**config.mk**
```make
export PLATFORM = sky130hd
export DESIGN_NAME = dmem_tx_serializer
export DESIGN_NICKNAME = d
export VERILOG_FILES = /design/src/rtl/dmem_tx_serializer.sv
export SDC_FILE = /design/constraint.sdc
export NUM_CORES = 1
export LEC_CHECK = 0
export ABC_AREA = 1
export ABC_CLOCK_PERIOD_IN_PS = 1500
export CORE_ASPECT_RATIO = 1.2
export CORE_UTILIZATION = 36
export CTS_CLUSTER_DIAMETER = 100
export DETAILED_ROUTE_END_ITERATION = 16
export HOLD_SLACK_MARGIN = 0.03
export PLACE_DENSITY = 0.7
export SETUP_SLACK_MARGIN = 0.15
export SYNTH_ARGS = -nofsm -noshare
export SYNTH_HDL_FRONTEND = slang
export SYNTH_SLANG_ARGS = --single-unit
```
**constraint.sdc**
```tcl
create_clock -name clk -period 1.5 [get_ports clk]
set_clock_uncertainty 0.1 [all_clocks]
set_input_delay 0.15 -clock clk [delete_from_list [all_inputs] [get_ports clk]]
set_output_delay 0.15 -clock clk [all_outputs]
set_load 0.1 [all_outputs]
```
**src/rtl/dmem_tx_serializer.sv**
```systemverilog
// dmem_tx_serializer: drains an inclusive data-memory address range to the UART TX, LSB byte first.
// Optional DMEM_TX_CHECKSUM_EN appends an XOR checksum byte after the last data byte.
module dmem_tx_serializer #(
    parameter int MEM_WORD_LENGTH = 48,
    parameter int MEM_DEPTH = 4096,
    parameter int UART_WIDTH = 8,
    localparam int ADDR_WIDTH = $clog2(MEM_DEPTH)
) (
    input  logic                       clk,
    input  logic                       rstN,
    input  logic                       txStartN,
    input  logic [ADDR_WIDTH-1:0]      start_addr,
    input  logic [ADDR_WIDTH-1:0]      end_addr,
    output logic [ADDR_WIDTH-1:0]      mem_address,
    input  logic [MEM_WORD_LENGTH-1:0] dataFromMem,
    input  logic                       txByteReady,
    output logic                       txByteStart,
    output logic [UART_WIDTH-1:0]      byteForTx,
    output logic                       busy,
    output logic                       mem_transmitted
);
    localparam int BYTES_PER_WORD = (MEM_WORD_LENGTH + UART_WIDTH - 1) / UART_WIDTH;
    localparam int SHIFT_W = BYTES_PER_WORD * UART_WIDTH;
    localparam int CNT_W = $clog2(BYTES_PER_WORD + 1);

    typedef enum logic [2:0] {
        IDLE, MEM_WAIT, LOAD, WAIT_RDY, SEND, WAIT_ACK, DONE
`ifdef DMEM_TX_CHECKSUM_EN
        , CHK
`endif
    } state_t;

    state_t state;
    logic [SHIFT_W-1:0] shift;
    logic [CNT_W-1:0] byteCnt;
    logic [ADDR_WIDTH-1:0] endAddr;
    logic [ADDR_WIDTH-1:0] nextAddr;
`ifdef DMEM_TX_CHECKSUM_EN
    logic [UART_WIDTH-1:0] chk;
    logic sendingChk;
`endif

    // Wrap explicitly so non-power-of-two depths still cycle through MEM_DEPTH-1 -> 0
    assign nextAddr = (mem_address == ADDR_WIDTH'(MEM_DEPTH - 1)) ? '0 : mem_address + ADDR_WIDTH'(1);

    always_ff @(posedge clk or negedge rstN) begin
        if (!rstN) begin
            state <= IDLE;
            shift <= '0;
            byteCnt <= '0;
            endAddr <= '0;
            mem_address <= '0;
            txByteStart <= 1'b0;
            byteForTx <= '0;
            busy <= 1'b0;
            mem_transmitted <= 1'b0;
`ifdef DMEM_TX_CHECKSUM_EN
            chk <= '0;
            sendingChk <= 1'b0;
`endif
        end else begin
            case (state)
                IDLE: if (!txStartN) begin
                    endAddr <= end_addr;
                    mem_address <= start_addr;
                    busy <= 1'b1;
                    state <= MEM_WAIT;
`ifdef DMEM_TX_CHECKSUM_EN
                    chk <= '0;
                    sendingChk <= 1'b0;
`endif
                end
                MEM_WAIT: state <= LOAD;
                LOAD: begin
                    shift <= SHIFT_W'(dataFromMem);
                    byteCnt <= '0;
                    state <= WAIT_RDY;
                end
                WAIT_RDY: if (txByteReady) begin
                    byteForTx <= shift[UART_WIDTH-1:0];
                    txByteStart <= 1'b1;
                    state <= SEND;
                end
                SEND: begin
                    txByteStart <= 1'b0;
                    state <= WAIT_ACK;
`ifdef DMEM_TX_CHECKSUM_EN
                    chk <= chk ^ byteForTx;
`endif
                end
                // Ready falling is the UART's acceptance of the byte just launched
                WAIT_ACK: if (!txByteReady) begin
`ifdef DMEM_TX_CHECKSUM_EN
                    if (sendingChk) begin
                        busy <= 1'b0;
                        mem_transmitted <= 1'b1;
                        state <= DONE;
                    end else
`endif
                    if (byteCnt < CNT_W'(BYTES_PER_WORD - 1)) begin
                        shift <= shift >> UART_WIDTH;
                        byteCnt <= byteCnt + CNT_W'(1);
                        state <= WAIT_RDY;
                    end else if (mem_address == endAddr) begin
`ifdef DMEM_TX_CHECKSUM_EN
                        state <= CHK;
`else
                        busy <= 1'b0;
                        mem_transmitted <= 1'b1;
                        state <= DONE;
`endif
                    end else begin
                        mem_address <= nextAddr;
                        state <= MEM_WAIT;
                    end
                end
                DONE: if (txStartN) begin
                    mem_transmitted <= 1'b0;
                    state <= IDLE;
                end
`ifdef DMEM_TX_CHECKSUM_EN
                CHK: begin
                    shift <= SHIFT_W'(chk);
                    sendingChk <= 1'b1;
                    state <= WAIT_RDY;
                end
`endif
                default: state <= IDLE;
            endcase
        end
    end
endmodule

```
## Word level (Yosys, flattened, before mapping)

Cells that the tools add are included.

- $add $sub $neg: 2
- Magnitude comparators: 1
- Eq/ne operators: 16
- Muxes and demuxes: 31
- Bitwise operators: 1
- Reduce and logical (&&, ||, !) cells: 13

Operators by type and width:

| cell | number |
|---|---|
| $mux 48 | 2 |
| $pmux 48 s2 | 1 |
| $mux 12 | 5 |
| $mux 3 | 8 |
| $pmux 12 s2 | 1 |
| $pmux 3 s7 | 1 |
| $ne 2x2->1 const B | 8 |
| $reduce_and 5->1 | 3 |
| $add 12x1->12 const B | 1 |
| $eq 12x12->1 | 1 |
| $eq 12x12->1 const B | 1 |
| $eq 3x3->1 const B | 3 |
| $mux 1 | 9 |
| $reduce_bool 2->1 | 4 |
| $eq 3x2->1 const B | 2 |
| $pmux 1 s2 | 3 |
| $pmux 3 s2 | 1 |
| $reduce_and 2->1 | 3 |
| $reduce_and 4->1 | 1 |
| $add 3x1->3 const B | 1 |
| $eq 3x1->1 const B | 1 |
| $logic_not 3->1 | 1 |
| $lt 3x3->1 const B | 1 |
| $reduce_and 3->1 | 1 |
| $not 1->1 | 1 |

- Bits in registers: 89
- Input bits: 76
- Output and inout port bits: 23
- Logic and storage cells: 73

## Depth between registers and ports, before layout

Gate-level depths: netlist (run 1).

- Depth after elaboration: 6
- Gate-level depth with buffers: 11
- Depth with buffers taken out: 10

## Worst setup path before layout (run 1)

Ideal clock, no wire load.

- Path kind: register to register
- From: reg mem_address[0]
- To: reg mem_address[0]
- Library setup time: 0.121 ns
- Arrival time: 2.233 ns
- Required time: 1.279 ns
- Path slack: -0.955 ns
- Stages on the path, launching flop included: 9
- Buffers on the path: 0
- Period minus slack after synthesis: 2.455 ns
- Cell sequence: dfrtp_1 -> ha_1 -> nand4_1 -> nor2_1 -> nand3_1 -> nand2_1 -> o21ai_0 -> nand2_1 -> nand2_1

- Longest elaborated chain between the ends: 6
- Elaborated cells between the ends (all ways): 10
- Those cells by class: add/sub: 1; eq/ne: 3; mux: 5; reduce/logical: 1

Ends and longest elaborated chain:

| what | line | RTL |
|---|---|---|
| from (decl) | 14 | `output logic [ADDR_WIDTH-1:0] mem_address,` |
| from (signal assigned) | 65 | `mem_address <= start_addr;` |
| from (signal assigned) | 113 | `mem_address <= nextAddr;` |
| $add 12x1->12 or $eq 12x12->1 (tied branches) | 44 | `assign nextAddr = (mem_address == ADDR_WIDTH'(MEM_DEPTH - 1)) ? '0 : mem_address + ADDR_WIDTH'(1);` |
| $mux 12 | 44 |  |
| $mux 12 | 104 | `end else if (mem_address == endAddr) begin` |
| $mux 12 | 100 | `if (byteCnt < CNT_W'(BYTES_PER_WORD - 1)) begin` |
| $mux 12 | 92 | `WAIT_ACK: if (!txByteReady) begin` |
| $pmux 12 s2 | 62 | `case (state)` |

Parallel ways exist; a longest one is shown, timed or not. The select of a mux whose other input is x is not followed.
A chain may end at the register's enable or synchronous reset.

## Worst setup path after layout (run 1)

- From: reg state[0]
- To: reg shift[37]

- Longest elaborated chain between the ends: 3
- Elaborated cells between the ends (all ways): 7
- Those cells by class: eq/ne: 4; mux: 1; reduce/logical: 2

Ends and longest elaborated chain:

| what | line | RTL |
|---|---|---|
| from (decl) | 33 | `state_t state;` |
| from (signal assigned) | 48 | `state <= IDLE;` |
| from (signal assigned) | 67 | `state <= MEM_WAIT;` |
| from (signal assigned) | 73 | `MEM_WAIT: state <= LOAD;` |
| $eq 3x3->1 or $eq 3x2->1 (tied branches) | 62 |  |
| $ne 2x2->1 (no line) or $reduce_bool 2->1 (tied branches) | - |  |
| $reduce_and 3->1 (no line) | - |  |
| to (signal assigned) | 75 | `shift <= SHIFT_W'(dataFromMem);` |
| to (signal assigned) | 101 | `shift <= shift >> UART_WIDTH;` |
| to (decl) | 34 | `logic [SHIFT_W-1:0] shift;` |

Parallel ways exist; a longest one is shown, timed or not.

==> flow_summary.json, run 1 <==
{
  "fmax_mhz": 589,
  "fillers": 872,
  "slew_violations": 0,
  "status": "finished, violations left",
  "cts.sinks": 89,
  "dieHeight_um": 125,
  "maxCapViolations": 0,
  "hold_viol_final": 0,
  "dr.pass1.iters": 4,
  "worstSetupPathType": "flip-flop to flip-flop",
  "ir_drop_mv": 1.31,
  "ys_types": 30,
  "area.sequential_um2": 2250,
  "r2r_cells": 8,
  "rsz0062_at_grt": "yes",
  "wl_per_cell_um": 16.6,
  "p_leak_nw": 3.61,
  "synth_seq_cells": 89,
  "port_buffers": 98,
  "synth-edff-count": 0,
  "grt.overflow.total": 0,
  "vias": 4713,
  "path_cells": "nand2_4 > nor2_8 > nand2_4 > a21boi_4 > buf_6 > buf_12 > o211ai_1 > o21ai_1",
  "grt_pass1_wl_um": 23400,
  "route.detailed.vias_per_inst": 5.11,
  "synthesis.instances": 564,
  "grt_pass1_vias": 4805,
  "relSlewSlack_pct": 76.9,
  "cts_max_level": 3,
  "area_growth_pct": 76.9,
  "cp.arrival_ns": 1.82,
  "hold_path_class": "primary input to async pin",
  "worstSkewPairLatency_ns": 0.35,
  "die-area_um2": 13000,
  "critPathRequiredTime_ns": 1.62,
  "design.core.area_um2": 12200,
  "setup_ws_ns": -0.199,
  "mappedNetlistNets": 642,
  "drc": 0,
  "drive_gt1_share_pct": 38.6,
  "diodes": 0,
  "layoutNonFillerInstCount": 922,
  "critPathLaunch": "state[0]",
  "start_util_pct": 37.1,
  "slowest_stage": "dfrtp_2",
  "grt_max_degree": 39,
  "hpwlAfterDp_um": 8660,
  "dp.cells": 860,
  "initialDrtViolationCount": 297,
  "synthArstFlopShare_pct": 100,
  "regToRegStartpoint": "state[0]",
  "synth.cell_area_um2": 4520,
  "dieWidth_um": 104,
  "ys_warn_count": 0,
  "violations": "negative setup slack",
  "power.total_mw": 18.5,
  "slowest_delay_ns": 0.46,
  "crit_path_end_kind": "flip-flop",
  "synth_seq_area_share_pct": 49.3,
  "path_common_cell": "nand2_4",
  "place.gp.congestion": 0.845,
  "cts-root-buf": "clkbuf_16",
  "cts_tree": "built",
  "io_pins": 99,
  "synth_ff_type": "dfrtp_1",
  "clk_pin_slew_worst_paths_ns": 0.07,
  "multi_input_area_um2": 2430,
  "antenna_found_initial": 0,
  "track_usage_pct": 22.6,
  "drtAntennaViolNets": 0,
  "cts_made_buffers": 9,
  "finalCritPeriodShare_pct": 113,
  "wl_um": 15300,
  "rows": 44,
  "final_nets": 834,
  "fin_crit_ns": 1.70,
  "clk_path_buf_depth": 2,
  "critPathLaunchType": "flip-flop",
  "setup_viol": 83,
  "synth.avg_cell_area_um2": 8.01,
  "worstMarginPinSlew_ns": 0.344,
  "worstPathMaxFanout": 8,
  "power.density_nw_per_um2": 2310
}
[layer usage]
layer | up-vias | global-route usage [%] | part of all wire (%)
li1 | 2218 | - | -
met4 | 0 | 7.98 | 2.7
met5 | - | 0 | 0
met2 | 164 | 40.2 | 54
met3 | 39 | 3.98 | 4.8
met1 | 2292 | 27.4 | 39
[state kept, by name, summed over array words and instances, names as in the netlist]
name	cells
byteCnt	3
mem_transmitted	1
state	3
txByteStart	1
endAddr	12
busy	1
byteForTx	8
mem_address	12
shift	48
[per-stage QoR]
step | worst slack, ns | hold WS [ns] | setup TNS, ns | utilization, % | instance area (um^2)
detailed placement | -0.209 | -0.0755 | -8.40 | 53.1 | 6460
finish | -0.199 | 0.114 | -11.65 | 65.7 | 7990
global placement | -0.167 | -0.0742 | -7.06 | 53.1 | 6460
global route | -0.281 | 0.148 | -17.74 | 65.7 | 7990
CTS | -0.157 | 0.112 | -8.60 | 61.6 | 7490
floorplan | -0.310 | -0.246 | -8.86 | - | 4660
[repair_timing]
item,4_1_cts,5_1_grt
endpoints found under the hold margin,89,0
setup buffers,23,9
pin swaps,32,25
setup endpoints to repair,94,98
gates resized for setup,97,84
hold buffers,1,0
gates cloned,8,5
[Yosys cell counts, drive strengths merged (3+ instances only)]
cell,count,area (um^2)
a21oi,15,78.8
buf,20,126
clkbuf,8,31.3
dfrtp,89,2230
inv,81,304
mux2,4,45.0
nand2,164,626
nand3,28,145
nand4,6,37.5
nor2,22,98.9
nor3,3,15.0
o211ai,40,300
o21ai,69,345
xnor2,4,35.0
xor2,3,26.3
[path summary, 6_finish.rpt]
path                                end  slack [ns]
min                        byteForTx[3]        0.11
max in group asynchronous      shift[4]        0.65
max                           shift[37]       -0.20
max reg2reg                   shift[37]       -0.20
min reg2reg                   shift[45]        0.42
min in group clk              shift[40]        0.26
[kinds of logic after synthesis]
group           after synthesis  synth area share [%]
simple gates                225                  20.7
compound gates              127                  16.8
buf+inv                     110                  10.3
flops                        89                  49.3
xor+xnor                      7                  1.36
mux                           4                 0.997
fa+ha+maj                     2                 0.554
[layout by cell type, fill, tap and decap left out, drive strengths merged]
cell type / instances
xnor2: 4
nor2: 22
o211ai: 40
o21ai: 69
nor3: 3
a21boi: 1
nand4: 6
clkdlybuf4s50: 74
dfrtp: 89
dlygate4sd3: 1
xor2: 3
inv: 82
bufinv: 2
nand2: 167
a21oi: 15
buf: 127
ha: 2
clkbuf: 15
nand3: 28
or2: 2
clkinv: 3
mux2: 4
o21bai: 2
[layout make-up]
type	instances	area share, %
clock inverters	5	1.11
flip-flops and latches	89	28.2
well taps	161	2.52
multi-input cells	368	30.4
repair buffers	206	30.9
clock buffers	11	3.04
inverters	82	3.88
[worst max-delay path, delay by kind of cell (launching register included)]
kind,cells,cell delay [ns]
flip-flops,1,0.46
AO/OA/AOI/OAI,3,0.41
AND/OR/NAND/NOR,3,0.33
buffers and inverters,2,0.27
[power by group]
part | leakage, nW | switching [mW] | internal, mW | total (mW)
Clock | 0.162 | 0.992 | 1.52 | 2.52
Sequential | 1.07 | 0.747 | 3.58 | 4.33
Combinational | 2.37 | 6.37 | 5.27 | 11.6
No activity file was read; power rests on OpenSTA's default activity.
==> run 2: changes to the inputs <==
- ABC_CLOCK_PERIOD_IN_PS: 1500 -> 1720
- PLACE_DENSITY: 0.7 -> 0.68
- clock period: 1.5 -> 1.72 ns (I/O delays scaled with it)
==> run 2 against run 1 <==
  * The run still ends with negative setup slack left
  * Die area did not move
  * Maximum frequency shrank 1.7%
  * Power is 25% lower
  * Clock power decreased by 22%
  * Flip-flop and latch count is the same
  * Combinational power is 30% lower
  * Critical path type unchanged
==> flow_summary.json, run 2 (synthesis results as in run 1) <==
{
  "violations": "negative setup slack",
  "cp.arrival_ns": 1.90,
  "fmax_mhz": 579,
  "relSlewSlack_pct": 71.8,
  "area.sequential_um2": 2250,
  "dieHeight_um": 125,
  "fillers": 1041,
  "maxCapViolations": 0,
  "wl_per_cell_um": 14.5,
  "cts_made_buffers": 9,
  "rows": 44,
  "grt_max_degree": 62,
  "final_common_cell": "nand2_1",
  "fin_tns_setup_ns": -0.00845,
  "cts_tree": "built",
  "place.gp.congestion": 0.857,
  "hpwlAfterDp_um": 8240,
  "pre_cts_ws_ns": -0.0819,
  "initialDrtViolationCount": 261,
  "final_nets": 781,
  "grt.overflow.total": 0,
  "final_cell_mix": "nand2_1 (151), inv_1 (77), dfrtp_1 (76)",
  "power.density_nw_per_um2": 1960,
  "slew_violations": 0,
  "crit_path_end_kind": "flip-flop",
  "final_area_um2": 7070,
  "route.detailed.vias_per_inst": 4.94,
  "multi_input_area_um2": 2080,
  "setup_ws_ns": -0.00845,
  "clk_pin_slew_worst_paths_ns": 0.07,
  "critPathRequiredTime_ns": 1.89,
  "vias": 4292,
  "area_growth_pct": 56.5,
  "worstSetupPathType": "flip-flop to flip-flop",
  "die-area_um2": 13000,
  "worstSkewPairLatency_ns": 0.34,
  "grt_pass1_vias": 4314,
  "power.total_mw": 13.8,
  "hold_path_class": "primary input to async pin",
  "worstMarginPinSlew_ns": 0.422,
  "hold_viol_final": 0,
  "start_util_pct": 37.1,
  "p_leak_nw": 3.17,
  "drc": 0,
  "diodes": 0,
  "fin_crit_ns": 1.73,
  "dr.pass1.iters": 4,
  "largest_register": "shift",
  "critPathLaunchType": "flip-flop",
  "clk_path_buf_depth": 2,
  "drive_gt1_share_pct": 24.2,
  "cts.sinks": 89,
  "worstPathMaxFanout": 6,
  "drtAntennaViolNets": 0,
  "dieWidth_um": 104,
  "cts_max_level": 3,
  "setup_viol": 1,
  "ir_drop_mv": 1.20,
  "grt_pass1_wl_um": 20000,
  "design.core.area_um2": 12200,
  "dp.cells": 823,
  "rsz0062_at_grt": "yes",
  "io_pins": 99,
  "placed_area_um2": 6120,
  "track_usage_pct": 19.2,
  "cts-root-buf": "clkbuf_16",
  "largest_register_ffs": 48,
  "finalCritPeriodShare_pct": 100,
  "layoutNonFillerInstCount": 869,
  "status": "finished, violations left",
  "port_buffers": 98,
  "wl_um": 12600,
  "antenna_found_initial": 0,
  "top_regs": "shift x48, endAddr x12, mem_address x12"
}
## run 2: cell count changes in the layout (fill, tap and decap cells not counted), sizes merged
cell      before  now
buf          127   77
inv           82   81
clkinvlp       0    1
bufinv         2    1
clkinv         3    4
nand2        167  164
## run 2: cell type report
type                            instances  share of cell area (%)
Timing Repair Buffer                  156                    27.3
Multi-Input combinational cell        365                    29.4
Inverter                               82                    4.37
Sequential cell                        89                    31.8
Tap cell                              161                    2.85
Clock buffer                           11                    3.43
Clock inverter                          5                   0.796
## run 2: layer usage
metal,track usage [%],share of wire [%]
met1,23.0,42
met2,33.4,52
met3,3.92,4.2
met4,7.65,1.7
met5,0,0
## run 2: path summary, 6_finish.rpt
| kind | slack [ns] | from | cells past startpoint | to |
|---|---|---|---|---|
| min in group clk | 0.30 | dataFromMem[47] | 3 | shift[47] |
| worst max register to register | -0.008 | mem_address[11] | 10 | state[2] |
| worst max-delay path | -0.008 | mem_address[11] | 10 | state[2] |
| max in group asynchronous | 0.92 | rstN | 3 | state[0] |
| worst min-delay path | 0.07 | rstN | 2 | byteForTx[3] |
| worst min register to register | 0.42 | shift[3] | 2 | shift[3] |
## run 2: where the power goes
| group | switching, mW | internal [mW] | total [mW] |
|---|---|---|---|
| logic | 4.68 | 3.42 | 8.10 |
| registers | 0.645 | 3.12 | 3.77 |
| clock network | 0.800 | 1.16 | 1.96 |
| total | 6.12 | 7.71 | 13.8 |
## run 2: repair_timing
action	4_1_cts	5_1_grt
hold endpoints to repair	89	0
resized for setup	34	50
setup endpoints to repair	76	85
setup buffers	13	7
gates cloned	4	5
hold buffers	1	0
pin swaps	6	13
## run 2: worst max-delay path: stages (launching register included)
cell and delay [ns]:
dfrtp_2 0.46, inv_1 0.10, nand2_1 0.06, nand2_1 0.05, nand2_1 0.06, nor2_2 0.17, nand3_4 0.15, buf_6 0.15
o21bai_1 0.19, nand2_1 0.09, nand2_1 0.08
## run 2: metrics by stage
step	utilization [%]	hold slack (ns)
final	58.1	0.0743
after global routing	58.1	0.0793
after CTS	55.3	0.0710
after detailed placement	50.3	-0.117
after global placement	50.3	-0.115
after floorplan	-	-0.224
==> run 3: changes to the inputs <==
- CORE_MARGIN: not set -> 5
==> run 3 against run 2 <==
  * Via count increased by 4.2%
  * Sequential share of layout area shrank 0.22 points
  * Non-clock buffer count is 9 higher
  * Maximum frequency rose by 2.4%
  * Largest cell class unchanged
  * Register-to-register slack better by 0.04 ns
  * Core utilization increased by 0.15 points
  * Sequential power barely moved
  * Design area up 0.71%
  * Critical endpoint is now shift[2]
  * Die area is 15% higher
  * Power grew 0.79%
  * The run now ends clean
  * Clock-buffer cell count unchanged
==> flow_summary.json, run 3 (synthesis results as in run 1) <==
{
  "hpwlAfterDp_um": 8720,
  "multi_input_area_um2": 2100,
  "grt.overflow.total": 0,
  "relSlewSlack_pct": 64.6,
  "area_growth_pct": 57.6,
  "setup_ws_ns": 0.0315,
  "grt_pass1_vias": 4461,
  "rsz0062_at_grt": "yes",
  "crit_family": "buffers and inverters",
  "finalCritPeriodShare_pct": 98.2,
  "hold_path_class": "primary input to async pin",
  "vias": 4471,
  "place.gp.congestion": 0.983,
  "worstPathMaxFanout": 12,
  "hold_viol_final": 0,
  "drc": 0,
  "top_regs": "shift x48, endAddr x12, mem_address x12",
  "dr.pass1.iters": 7,
  "slowest_stage": "dfrtp_2",
  "antenna_found_initial": 0,
  "grt_pass1_wl_um": 21500,
  "rows": 44,
  "final_nets": 790,
  "path_cells": "inv_1 > nand3_2 > a21boi_4 > buf_4 > buf_6 > buf_16 > o21ai_1",
  "fin_crit_ns": 1.69,
  "cp.depth": 7,
  "design.core.area_um2": 12200,
  "cp.arrival_ns": 1.80,
  "dieWidth_um": 112,
  "slew_violations": 0,
  "worstSkewPairLatency_ns": 0.33,
  "area.sequential_um2": 2250,
  "cts_tree": "built",
  "power_frac_comb_pct": 59.6,
  "critPathLaunch": "state[0]",
  "largest_register_ffs": 48,
  "fin_tns_setup_ns": 0,
  "port_buffers": 98,
  "power.density_nw_per_um2": 1960,
  "switching_power_mw": 6.25,
  "critPathCapture": "shift[2]",
  "power.internal_mw": 7.68,
  "p_leak_nw": 3.23,
  "final_common_cell": "nand2_1",
  "crit_path_end_kind": "flip-flop",
  "fin_util_pct": 58.3,
  "clk_pin_slew_worst_paths_ns": 0.06,
  "track_usage_pct": 17.5,
  "maxCapViolations": 0,
  "r2r-end": "shift[2]",
  "drtAntennaViolNets": 0,
  "clk_path_buf_depth": 2,
  "initialDrtViolationCount": 249,
  "critPathLaunchType": "flip-flop",
  "cts-root-buf": "clkbuf_16",
  "largest_register": "shift",
  "route.detailed.vias_per_inst": 5.09,
  "fmax_mhz": 592,
  "final_cell_mix": "nand2_1 (151), inv_1 (77), dfrtp_1 (76)",
  "status": "completed",
  "grt_max_degree": 42,
  "ir_drop_mv": 1.15,
  "drive_gt1_share_pct": 26.1,
  "crit_buf_inv": 4,
  "cts.sinks": 89,
  "critPathRequiredTime_ns": 1.83,
  "start_util_pct": 37.0,
  "whs_ns": 0.272,
  "pre_cts_ws_ns": -0.0265,
  "worstMarginPinSlew_ns": 0.531,
  "diodes": 0,
  "die-area_um2": 14900,
  "cts_max_level": 3,
  "cts_made_buffers": 9,
  "worstSetupPathType": "flip-flop to flip-flop",
  "fillers": 1053,
  "regToRegStartpoint": "state[0]",
  "pwr-share-seq_pct": 27.0,
  "clock_power_share_pct": 13.4,
  "wl_per_cell_um": 15.4,
  "wl_um": 13500,
  "dieHeight_um": 133,
  "io_pins": 99,
  "reg2reg_slack_ns": 0.03,
  "r2r_cells": 7,
  "p_sw_share_pct": 44.9,
  "setup_viol": 0,
  "slowest_delay_ns": 0.46
}
[run 3: metrics by stage]
stage	power, mW	cell area [um^2]	cells
2_1_floorplan	8.12	4600	564
3_3_place_gp	10.2	6130	829
3_5_place_dp	10.4	6130	829
4_1_cts	13.2	6780	866
5_1_grt	14.7	7120	878
6_report	13.9	7120	878
[run 3: power groups by stage]
stage                     clock, mW  combinational, mW  sequential (mW)
after floorplan                   0               2.86             5.26
after global placement            0               6.45             3.74
after detailed placement          0               6.58             3.80
after CTS                      1.90               7.57             3.75
after global routing           2.01               8.88             3.85
final                          1.86               8.31             3.76
[run 3: layout make-up]
cell class	count	share of cell area, %
clock inverter	5	0.545
tap	161	2.83
sequential	89	31.6
multi-input combinational	365	29.5
timing repair buffer	165	27.7
inverter	82	4.38
clock buffer	11	3.41
[run 3: routing by layer]
layer | routed length (um) | vias up | track usage [%] | share of wire [%]
met5 | 0 | - | 0 | 0
met4 | 280 | 0 | 5.14 | 2.1
met3 | 700 | 27 | 3.29 | 5.2
met2 | 6920 | 167 | 30.1 | 51
met1 | 5600 | 2149 | 22.2 | 41
li1 | - | 2128 | - | -
[run 3: worst min-delay path by stage]
stage / startpoint / end
floorplan: rstN / busy
global placement: rstN / byteForTx[5]
detailed placement: rstN / byteForTx[5]
CTS: rstN / byteForTx[5]
global route: dataFromMem[46] / shift[46]
finish: rstN / mem_address[3]
[run 3: what timing repair did]
item                                   4_1_cts  5_1_grt
gates resized for setup                     31       60
setup buffers                               14       11
endpoints found under the hold margin       36        0
hold buffers                                 1        0
setup endpoints to repair                   72       89
gates cloned                                 6        1
pin swaps                                    7       32
